`config.mk`:
```
export PLATFORM = sky130hd
export DESIGN_NAME = div_bcd_conv_flat
export DESIGN_NICKNAME = d
export VERILOG_FILES = /design/src/rtl/div_pkg.sv /design/src/rtl/div_bcd_conv_if.sv /design/src/rtl/div_bcd_conv_dabble_step.sv /design/src/rtl/div_bcd_conv.sv /design/src/flat_wrapper.sv
export SDC_FILE = /design/constraint.sdc
export NUM_CORES = 1
export LEC_CHECK = 0
export CORE_UTILIZATION = 47
export CTS_CLUSTER_DIAMETER = 200
export DETAILED_ROUTE_END_ITERATION = 16
export PLACE_DENSITY = 0.72
export RECOVER_POWER = 100
export SLEW_MARGIN = 5
export SYNTH_ARGS = -nofsm -noshare
export SYNTH_HDL_FRONTEND = slang
export SYNTH_SLANG_ARGS = --single-unit
```
`constraint.sdc`:
```
create_clock -name clk -period 2.9 [get_ports clk]
set_clock_uncertainty 0.05 [all_clocks]
set_input_delay 0.58 -clock clk [delete_from_list [all_inputs] [get_ports clk]]
set_output_delay 0.58 -clock clk [all_outputs]
set_load 0.005 [all_outputs]
```
`src/rtl/div_pkg.sv`:
```
// ============================================================================
// div_pkg: shared types and constants for the divider BCD result stage.
// Revision: 1.0
// ============================================================================
`default_nettype none

package div_pkg;
  localparam int ITER  = 8;
  localparam int BCD_W = 12;
  localparam logic [3:0] ADD3_TH = 4'd5;
  localparam logic [3:0] ADD3_K  = 4'd3;

  typedef enum logic [1:0] {
    IDLE = 2'd0,
    CONV = 2'd1,
    DONE = 2'd2
  } state_t;
endpackage

`default_nettype wire

```
`src/rtl/div_bcd_conv_if.sv`:
```
// ============================================================================
// div_bcd_conv_if: divider-result handshake and BCD readout bundle.
// Revision: 1.0
// ============================================================================
`default_nettype none

interface div_bcd_conv_if;
  import div_pkg::*;

  logic             divEnd;
  logic [7:0]       quotient;
  logic [8:0]       remainder;
  logic [BCD_W-1:0] qBcd;
  logic [BCD_W-1:0] rBcd;
  logic             busy;
  logic             bcdValid;
  logic             errFlag;
  logic             overrun;

  modport master (
    output divEnd, quotient, remainder,
    input  qBcd, rBcd, busy, bcdValid, errFlag, overrun
  );

  modport slave (
    input  divEnd, quotient, remainder,
    output qBcd, rBcd, busy, bcdValid, errFlag, overrun
  );
endinterface

`default_nettype wire

```
`src/rtl/div_bcd_conv_dabble_step.sv`:
```
// ============================================================================
// dabble_step: one double-dabble iteration (add-3 adjust, then shift left).
// Revision: 1.0
// ============================================================================
`default_nettype none

module dabble_step
  import div_pkg::*;
(
  input  logic [7:0]       bin_i,
  input  logic [BCD_W-1:0] bcd_i,
  output logic [7:0]       bin_o,
  output logic [BCD_W-1:0] bcd_o
);
  logic [BCD_W-1:0] w_adj;

  for (genvar d = 0; d < BCD_W / 4; d++) begin : g_digit
    assign w_adj[d*4 +: 4] = (bcd_i[d*4 +: 4] >= ADD3_TH) ?
                             bcd_i[d*4 +: 4] + ADD3_K : bcd_i[d*4 +: 4];
  end

  assign bcd_o = {w_adj[BCD_W-2:0], bin_i[7]};
  assign bin_o = {bin_i[6:0], 1'b0};
endmodule

`default_nettype wire

```
`src/rtl/div_bcd_conv.sv`:
```
// ============================================================================
// div_bcd_conv: captures divider quotient/remainder on divEnd rise and
// converts both to 3-digit packed BCD, one dabble iteration per clock.
// Revision: 1.0
// ============================================================================
`default_nettype none

module div_bcd_conv
  import div_pkg::*;
#(
  parameter int ITER = div_pkg::ITER
) (
  input  wire logic         clk,
  input  wire logic         rst,
  div_bcd_conv_if.slave     bus
);
  state_t           state_q, state_d;
  logic             div_end_q;
  logic [3:0]       cnt_q, cnt_d;
  logic [7:0]       bin_q_q, bin_q_d, bin_r_q, bin_r_d;
  logic [BCD_W-1:0] bcd_q_q, bcd_q_d, bcd_r_q, bcd_r_d;
  logic [BCD_W-1:0] q_out_q, q_out_d, r_out_q, r_out_d;
  logic             err_q, err_d, valid_q, valid_d, over_q, over_d, busy_q, busy_d;

  logic             w_start;
  logic [7:0]       w_bin_q_nx, w_bin_r_nx;
  logic [BCD_W-1:0] w_bcd_q_nx, w_bcd_r_nx;

  assign w_start = bus.divEnd & ~div_end_q;

  dabble_step u_step_q (
    .bin_i (bin_q_q), .bcd_i (bcd_q_q),
    .bin_o (w_bin_q_nx), .bcd_o (w_bcd_q_nx)
  );

  dabble_step u_step_r (
    .bin_i (bin_r_q), .bcd_i (bcd_r_q),
    .bin_o (w_bin_r_nx), .bcd_o (w_bcd_r_nx)
  );

  always_comb begin
    state_d = state_q;
    cnt_d   = cnt_q;
    bin_q_d = bin_q_q;
    bin_r_d = bin_r_q;
    bcd_q_d = bcd_q_q;
    bcd_r_d = bcd_r_q;
    q_out_d = q_out_q;
    r_out_d = r_out_q;
    err_d   = err_q;
    valid_d = valid_q;
    over_d  = over_q;
    busy_d  = busy_q;
    case (state_q)
      CONV: begin
        bin_q_d = w_bin_q_nx;
        bin_r_d = w_bin_r_nx;
        bcd_q_d = w_bcd_q_nx;
        bcd_r_d = w_bcd_r_nx;
        cnt_d   = cnt_q + 4'd1;
        // A new divEnd rise mid-conversion is dropped and only flagged.
        if (w_start) over_d = 1'b1;
        if (cnt_q == 4'(ITER - 1)) begin
          q_out_d = w_bcd_q_nx;
          r_out_d = w_bcd_r_nx;
          valid_d = 1'b1;
          busy_d  = 1'b0;
          state_d = DONE;
        end
      end
      default: begin
        if (state_q == DONE) state_d = IDLE;
        if (w_start) begin
          bin_q_d = bus.quotient;
          bin_r_d = bus.remainder[7:0];
          bcd_q_d = '0;
          bcd_r_d = '0;
          err_d   = bus.remainder[8];
          cnt_d   = 4'd0;
          valid_d = 1'b0;
          busy_d  = 1'b1;
          state_d = CONV;
        end
      end
    endcase
  end

  always_ff @(posedge clk or negedge rst) begin
    if (!rst) begin
      state_q   <= IDLE;
      div_end_q <= 1'b0;
      cnt_q     <= '0;
      bin_q_q   <= '0;
      bin_r_q   <= '0;
      bcd_q_q   <= '0;
      bcd_r_q   <= '0;
      q_out_q   <= '0;
      r_out_q   <= '0;
      err_q     <= 1'b0;
      valid_q   <= 1'b0;
      over_q    <= 1'b0;
      busy_q    <= 1'b0;
    end else begin
      state_q   <= state_d;
      div_end_q <= bus.divEnd;
      cnt_q     <= cnt_d;
      bin_q_q   <= bin_q_d;
      bin_r_q   <= bin_r_d;
      bcd_q_q   <= bcd_q_d;
      bcd_r_q   <= bcd_r_d;
      q_out_q   <= q_out_d;
      r_out_q   <= r_out_d;
      err_q     <= err_d;
      valid_q   <= valid_d;
      over_q    <= over_d;
      busy_q    <= busy_d;
    end
  end

  assign bus.qBcd     = q_out_q;
  assign bus.rBcd     = r_out_q;
  assign bus.busy     = busy_q;
  assign bus.bcdValid = valid_q;
  assign bus.errFlag  = err_q;
  assign bus.overrun  = over_q;
endmodule

`default_nettype wire

```
`src/flat_wrapper.sv`:
```
// flat-port wrapper written by rule: the top's interface ports become plain ports
module div_bcd_conv_flat import div_pkg::*;
#(
  parameter int ITER = div_pkg::ITER
)
  (clk, rst, bus_divEnd, bus_quotient, bus_remainder, bus_qBcd, bus_rBcd, bus_busy, bus_bcdValid, bus_errFlag, bus_overrun);
  div_bcd_conv_if bus_i ();
  input  wire logic clk;
  input  wire logic rst;
  input wire logic [$bits(bus_i.divEnd)-1:0] bus_divEnd;
  input wire logic [$bits(bus_i.quotient)-1:0] bus_quotient;
  input wire logic [$bits(bus_i.remainder)-1:0] bus_remainder;
  output wire logic [$bits(bus_i.qBcd)-1:0] bus_qBcd;
  output wire logic [$bits(bus_i.rBcd)-1:0] bus_rBcd;
  output wire logic [$bits(bus_i.busy)-1:0] bus_busy;
  output wire logic [$bits(bus_i.bcdValid)-1:0] bus_bcdValid;
  output wire logic [$bits(bus_i.errFlag)-1:0] bus_errFlag;
  output wire logic [$bits(bus_i.overrun)-1:0] bus_overrun;
  assign bus_i.divEnd = bus_divEnd;
  assign bus_i.quotient = bus_quotient;
  assign bus_i.remainder = bus_remainder;
  assign bus_qBcd = bus_i.qBcd;
  assign bus_rBcd = bus_i.rBcd;
  assign bus_busy = bus_i.busy;
  assign bus_bcdValid = bus_i.bcdValid;
  assign bus_errFlag = bus_i.errFlag;
  assign bus_overrun = bus_i.overrun;
  div_bcd_conv #(.ITER(ITER)) u_core (.clk(clk), .rst(rst), .bus(bus_i));
endmodule
```
Word level (Yosys, flattened, before mapping):

Index checks and enable logic that the tools add are counted.

* flip-flop bits (word level): 75
* word-level logic and storage cells: 65

* add/subtract/negate cells: 7
* order comparisons: 6
* eq/ne operators: 4
* multiplexer cells: 25
* bitwise operators: 3
* reduce and logical (&&, ||, !) cells: 7

Operators by type and width (number)
* $mux W12: 3
* $mux W8: 4
* $ge A4 B3 Y1 const B: 6
* $mux W4: 6
* $add A4 B2 Y4 const B: 4
* $reduce_and A2 Y1: 5
* $mux W2: 4
* $add A3 B2 Y3 const B: 2
* $mux W1: 6
* $mux W3: 2
* $add A4 B1 Y4 const B: 1
* $eq A4 B3 Y1 const B: 1
* $reduce_bool A3 Y1: 1
* $eq A2 B1 Y1 const B: 1
* $eq A2 B2 Y1 const B: 1
* $ne A2 B1 Y1 const B: 1
* $not A1 Y1: 2
* $reduce_bool A2 Y1: 1
* $and A1 B1 Y1: 1

Longest topological paths before layout:

Gate-level depths: netlist of run 1.

* depth after elaboration: 4
* gate-level depth with buffers: 9

Cells and area by module:

From an unflattened synthesis of run 1, not the netlist that was laid out.

* cells, all modules: 322
* area total of the unflattened synthesis: 3686.0 µm²

By module, submodules not included
* div_bcd_conv: times used 1, cells an instance 214, area an instance 2975.4 µm², seq. area each 1876.8 µm²
* dabble_step: times used 2, cells an instance 54, area an instance 355.3 µm², seq. area each 0.0 µm²

Worst setup path after synthesis of run 1:

OpenSTA, ideal clock, no wires.

* path type: register -> register
* start: register u_core.state_q[1]
* end: register u_core.q_out_q[4], in the netlist u_core.bus.qBcd[4]
* arrival time: 1.491 ns
* required time: 2.725 ns
* path slack: 1.234 ns
* stages on the path, launching flop included: 9
* buffers on the path: 3
* path through: dfrtp_1 -> inv_1 -> ha_1 -> buf_4 -> inv_2 -> or2_1 -> buf_6 -> buf_6 -> mux2_4

* cells in the longest elaborated chain, start to end: 2

RTL lines
* from (decl): RTL line div_bcd_conv.sv:17 `state_t state_q, state_d;`
* from (signal assigned): RTL line div_bcd_conv.sv:104 `state_q <= state_d;`
* $eq A2 B1 Y1: RTL line div_bcd_conv.sv:54 `case (state_q)`
* $reduce_and A2 Y1 (no source line)
* to (signal assigned): RTL line div_bcd_conv.sv:111 `q_out_q <= q_out_d;`
* to (decl): RTL line div_bcd_conv.sv:22 `logic [BCD_W-1:0] q_out_q, q_out_d, r_out_q, r_out_d;`

No other way between the ends.
A chain may end at the register's enable or synchronous reset.

Final worst setup path of run 1:

* start: register u_core.state_q[0]
* end: register u_core.q_out_q[6], in the netlist u_core.bus.qBcd[6]

Same word-level chain as after synthesis.

==> flow_metrics.tcl, run 1 <==
set metrics [dict create \
    async_flop_share_pct 100 \
    drc 0 \
    period_share_pct 80.6 \
    fp.dieW_um 87.9 \
    cts_resized 0 \
    grt_pass1_vias 2540 \
    core_um2 6940 \
    ir_drop_uv 347 \
    route.vias.total 2490 \
    die-area_um2 7720 \
    cp-start-kind "flip-flop" \
    holdCritPathClass "flip-flop to flip-flop" \
    finalSetupTns_ns 0 \
    pwr-share-comb_pct 36.9 \
    gr-total-overflow 0 \
    r2r_cells 5 \
    fin_crit_ns 2.34 \
    critPathArrivalTime_ns 2.51 \
    crit_type "flip-flop to flip-flop" \
    start_util_pct 49.9 \
    postRouteAntennaNets 0 \
    crit_slowest_cell "inv_1" \
    cts_buffers 9 \
    die_h_um 87.9 \
    yosys_warnings 0 \
    setup_violations 0 \
    holdPathStages 1 \
    hold_slack_ns 0.412 \
    clk_pin_slew_ns 0.07 \
    timing.critical_path.cells "ha_1 -> inv_1 -> or2_1 -> buf_4 -> mux2_1" \
    cp.required_ns 3.07 \
    max_freq_mhz 428 \
    io_buffer_count 47 \
    cts-hold-fix-buffers 0 \
    timing.critical_path.buf_inv 2 \
    power.switching_mw 1.38 \
    synth_edf_count 0 \
    r2r-start "u_core.state_q[0]" \
    routed_via_density 5.18 \
    synth_top_cell_by_area "dfrtp_1" \
    swShare_pct 35.5 \
    grt_antenna_before_repair 0 \
    io_pins 48 \
    syn_inst 334 \
    cts_setup_buffers 0 \
    drt_pass1_iterations 4 \
    wl_um 6250 \
    grt_max_degree 76 \
    whs_endpoint "u_core.bus.overrun" \
    power.total_mw 3.90 \
    grtUsageTotal_pct 18.8 \
    max_cap_viol_count 1 \
    tritoncts "done" \
    stdcell_area_um2 4180 \
    post_drt_wl_per_cell_um 13.0 \
    ys_seq_elements 75 \
    synth_area_leaders "dfrtp_1, o21ai_0, nand2_1" \
    cp-end-kind "flip-flop" \
    post_dp_cell_area_um2 4010 \
    synth_fp_nets 368 \
    diodes 0 \
    clock_power_share_pct 20.1 \
    ys_seq_area_share_pct 54.1 \
    relSlewSlack_pct -20.9 \
    r2r-end "u_core.bus.qBcd[6]" \
    clock-sinks 75 \
    syn_area_um2 3470 \
    violations "capacitance limit, slew limit" \
    power_density_nw_per_um2 934 \
    num_rows 30 \
    syn_avg_cell_area_um2 10.4 \
    outcome "finished, violations left" \
    clkLatencyLatePin_ns 0.34 \
    clockBufferDepth 2 \
    layout-drive-gt1-share_pct 7.53 \
    drv_slew 76 \
    hold_start "u_core.bus.overrun" \
    synth_top_area_share_pct 54.1 \
    ys.flop_type "dfrtp_1" \
    crit_family "buffers and inverters" \
    grt_setup_unrepaired "no" \
    hold_violations 0 \
    cts_root_buf "clkbuf_8" \
    num-nets-final 414 \
    rrSetupSlack_ns 0.56 \
    drt-initial-drc-count 123 \
    p_leak_nw 1.91 \
    timing.critical_path.depth 5 \
    critPathMaxStageDelay_ns 0.54 \
    tightest_slew_ns 1.81 \
    cp_max_fo 27 \
    seqPwrFrac_pct 43.0 \
    htreeDepth 3 \
    areaGrowthSynthToFinish_pct 20.5 \
    grt_pass1_wl_um 11200 \
    p_int_mw 2.52 \
    synth.distinct_cells 29 \
    dpl.hpwl_um 4340 \
    gp_congestion 0.743 \
]
synthesized netlist by cell type, types with 3 or more instances:
cell,instances
nand3_1,3
clkbuf_1,9
buf_2,3
nor2_1,4
mux2_4,4
a21o_1,3
ha_1,14
o21ai_0,51
nand2b_1,8
nand2_1,61
dfrtp_1,75
inv_1,13
mux2i_1,16
a21oi_1,19
nor3b_1,9
a22o_1,6
mux2_2,8
xnor2_1,6
o22ai_1,7
cells in the final DEF (no fill, tap or decap), drive strengths merged, types with 2 or more instances in the layout:
cell            n
a21o            3
a21oi          19
a22o            6
buf             4
clkbuf         14
clkdlybuf4s50  17
clkinv          3
dfrtp          75
dlygate4sd3    29
ha             14
inv            14
mux2           12
mux2i          16
nand2          61
nand2b          8
nand3           3
nor2            4
nor3b           9
o21ai          51
o22ai           7
o31ai           2
xnor2           6
xor2            2
worst reg2reg max path, delay by kind of cell, from the launching register on:
kind	cells	cell delay, ns
adder cells (fa/ha/maj)	1	0.21
buffers and inverters	2	0.84
flip-flops	1	0.38
multiplexers	1	0.35
AND/OR/NAND/NOR	1	0.38
through the flow:
step	cells	setup WS, ns	utilization, %
6_report	481	0.563	60.2
5_1_grt	481	0.372	60.2
4_1_cts	481	0.803	60.5
3_5_place_dp	465	0.677	57.7
3_3_place_gp	465	0.733	57.7
2_1_floorplan	334	1.23	-
state kept, by name, summed over array words and instances, names as in the netlist, 2 cells and up:
| register | count |
|---|---|
| u_core.bin_q_q | 8 |
| u_core.bcd_r_q | 12 |
| u_core.bus.rBcd | 12 |
| u_core.bin_r_q | 8 |
| u_core.state_q | 2 |
| u_core.bus.qBcd | 12 |
| u_core.cnt_q | 4 |
| u_core.bcd_q_q | 12 |
area by class of cell:
type | instances | area [µm²]
Fill cell | 598 | 2770
Timing Repair Buffer | 53 | 504
Tap cell | 96 | 120
Sequential cell | 75 | 1880
Clock inverter | 5 | 52.6
Inverter | 14 | 52.6
Clock buffer | 11 | 141
Multi-Input combinational cell | 227 | 1430
worst max-delay path by stage:
stage	from	end	slack, ns
3_5_place_dp	bus_divEnd	u_core.bus.errFlag	0.68
2_1_floorplan	u_core.state_q[1]	u_core.bus.qBcd[4]	1.23
6_report	u_core.state_q[0]	u_core.bus.qBcd[6]	0.56
3_3_place_gp	bus_divEnd	u_core.bus.errFlag	0.73
4_1_cts	u_core.state_q[0]	u_core.bus.qBcd[6]	0.80
5_1_grt	u_core.state_q[0]	u_core.bus.qBcd[5]	0.37
layer usage:
| layer | track usage (%) | routed length [µm] |
|---|---|---|
| met1 | 24.2 | 3010 |
| met2 | 31.2 | 2970 |
| met3 | 3.11 | 172 |
| met4 | 8.64 | 94 |
| met5 | 0 | 0 |
power groups by stage:
stage	Sequential (mW)	Clock [mW]	Combinational, mW
after floorplan	1.65	0	1.03
after global placement	1.69	0	1.47
after detailed placement	1.70	0	1.53
after CTS	1.69	0.809	1.53
after global routing	1.74	0.853	1.67
final	1.68	0.785	1.44
cells by family (layout without fill, tap and decap cells):
family,after synthesis,in the layout,synth area share [%]
AND/OR/NAND/NOR,88,88,11.4
buffers and inverters,32,83,4.22
AO/OA/AOI/OAI,89,89,14.2
XOR/XNOR,8,8,2.02
flip-flops,75,75,54.1
adder cells (fa/ha/maj),14,14,5.05
multiplexers,28,28,8.95
(Power assumes the default switching activity.)
==> run 2, diff against run 1 <==
clock period = 2.4 ns   (was 2.9 ns; I/O delays follow)
==> run 2 against run 1 <==
Combinational power is 23% higher. Highest routed layer unchanged. Hold slack worse by 0.38 ns. First-iteration DRC count fell by 2.4%. The run now ends clean. Global-route usage grew 0.73 points. Cell area is 1.3% higher.
==> flow_metrics.tcl, run 2 (same netlist as run 1, synthesis figures left out) <==
set metrics [dict create \
    gr-total-overflow 0 \
    crit_family "buffers and inverters" \
    clock-sinks 75 \
    areaGrowthSynthToFinish_pct 22.1 \
    r2r-end "u_core.bcd_r_q[1]" \
    dpl.hpwl_um 4530 \
    power.total_mw 4.90 \
    io_buffer_count 47 \
    grtUsageTotal_pct 19.6 \
    die-area_um2 7720 \
    grt_pass1_wl_um 11500 \
    htreeDepth 3 \
    postRouteAntennaNets 0 \
    core_um2 6940 \
    tritoncts "done" \
    cp-start-kind "input port" \
    place_ws_ns 0.435 \
    hold_violations 0 \
    num-nets-final 418 \
    final_common_cell "dfrtp_1" \
    grt_setup_unrepaired "no" \
    cts-hold-fix-buffers 0 \
    clk_pin_slew_ns 0.08 \
    nFillCells 595 \
    timing.critical_path.cells "dlygate4sd3_1 -> nor2b_1 -> clkbuf_2 -> clkbuf_1 -> o22ai_1" \
    wl_um 6520 \
    holdCritPathClass "input port to async pin" \
    fp.dieW_um 87.9 \
    p_int_mw 3.20 \
    critPathMaxStageDelay_ns 0.56 \
    grt_max_degree 43 \
    route.vias.total 2520 \
    io_pins 48 \
    tightest_slew_ns 1.01 \
    cts_root_buf "clkbuf_8" \
    crit_type "input port to flip-flop" \
    r2r-start "u_core.state_q[0]" \
    swShare_pct 34.8 \
    cp_max_fo 19 \
    seqPwrFrac_pct 41.6 \
    gp_congestion 0.764 \
    start_util_pct 49.9 \
    regArea_um2 1880 \
    power_density_nw_per_um2 1160 \
    setup.worst_path.start "bus_divEnd" \
    final_cell_count_no_fill 485 \
    dp_cells 469 \
    outcome "completed" \
    rrSetupSlack_ns 0.44 \
    drt-initial-drc-count 120 \
    cts_resized 0 \
    setup_violations 0 \
    p_leak_nw 1.94 \
    ir_drop_uv 459 \
    pwr-share-comb_pct 36.1 \
    clockBufferDepth 2 \
    max_cap_viol_count 0 \
    critPathArrivalTime_ns 2.14 \
    clock_power_share_pct 22.3 \
    grt_pass1_vias 2505 \
    fin_crit_ns 1.98 \
    cts_setup_buffers 0 \
    drv_slew 0 \
    cp-end-kind "flip-flop" \
    cp.required_ns 2.56 \
    r2r_cells 6 \
    die_h_um 87.9 \
    timing.critical_path.buf_inv 3 \
    crit_slowest_cell "dlygate4sd3_1" \
    diodes 0 \
    setup_ws_ns 0.419 \
    clkLatencyLatePin_ns 0.34 \
    layout-drive-gt1-share_pct 7.46 \
    routed_via_density 5.20 \
    cts_buffers 9 \
    power.switching_mw 1.71 \
    multi_input_area_um2 1430 \
    drt_pass1_iterations 4 \
    num_rows 30 \
    most-common-layout-cells "dfrtp_1, nand2_1, o21ai_0" \
    post_drt_wl_per_cell_um 13.4 \
    relSlewSlack_pct 32.5 \
    finalSetupTns_ns 0 \
    period_share_pct 82.5 \
    drc 0 \
    grt_antenna_before_repair 0 \
    max_freq_mhz 505 \
]
[run 2: power groups by stage]
stage          combinational, mW  sequential (mW)  clock (mW)
6_report                    1.77             2.04        1.10
5_1_grt                     2.04             2.11        1.17
4_1_cts                     1.89             2.05        1.12
3_5_place_dp                1.89             2.07           0
3_3_place_gp                1.80             2.04           0
2_1_floorplan               1.24             2.00           0
[run 2: stage by stage]
step	util [%]	area (µm²)	hold slack [ns]
6_report	61.0	4230	0.0272
4_1_cts	61.6	4280	0.0385
3_3_place_gp	58.3	4050	0.406
5_1_grt	61.0	4230	0.0582
2_1_floorplan	-	3470	0.134
3_5_place_dp	58.3	4050	0.405
[run 2: final cells by class]
type / count / area share, %
Sequential cell: 75 / 44.3
Multi-Input combinational cell: 227 / 33.8
Timing Repair Buffer: 57 / 12.4
Clock buffer: 12 / 3.67
Tap cell: 96 / 2.84
Clock inverter: 4 / 1.71
Inverter: 14 / 1.24
[run 2: per-layer routing]
| layer | global-route usage [%] | wire length [µm] | vias to the layer above |
|---|---|---|---|
| li1 | - | - | 1250 |
| met1 | 26.0 | 3090 | 1212 |
| met2 | 31.3 | 3150 | 49 |
| met3 | 3.11 | 197 | 9 |
| met4 | 9.39 | 81 | 0 |
| met5 | 0 | 0 | - |
[run 2: how the worst max path moves through the flow]
stage,to,slack (ns),cells after the start
2_1_floorplan,u_core.bus.qBcd[4],0.73,8
3_3_place_gp,u_core.bin_r_q[3],0.49,5
3_5_place_dp,u_core.bin_r_q[7],0.44,5
4_1_cts,bus_rBcd[0],0.61,1
5_1_grt,u_core.bus.rBcd[0],0.27,5
6_report,u_core.bcd_q_q[7],0.42,5
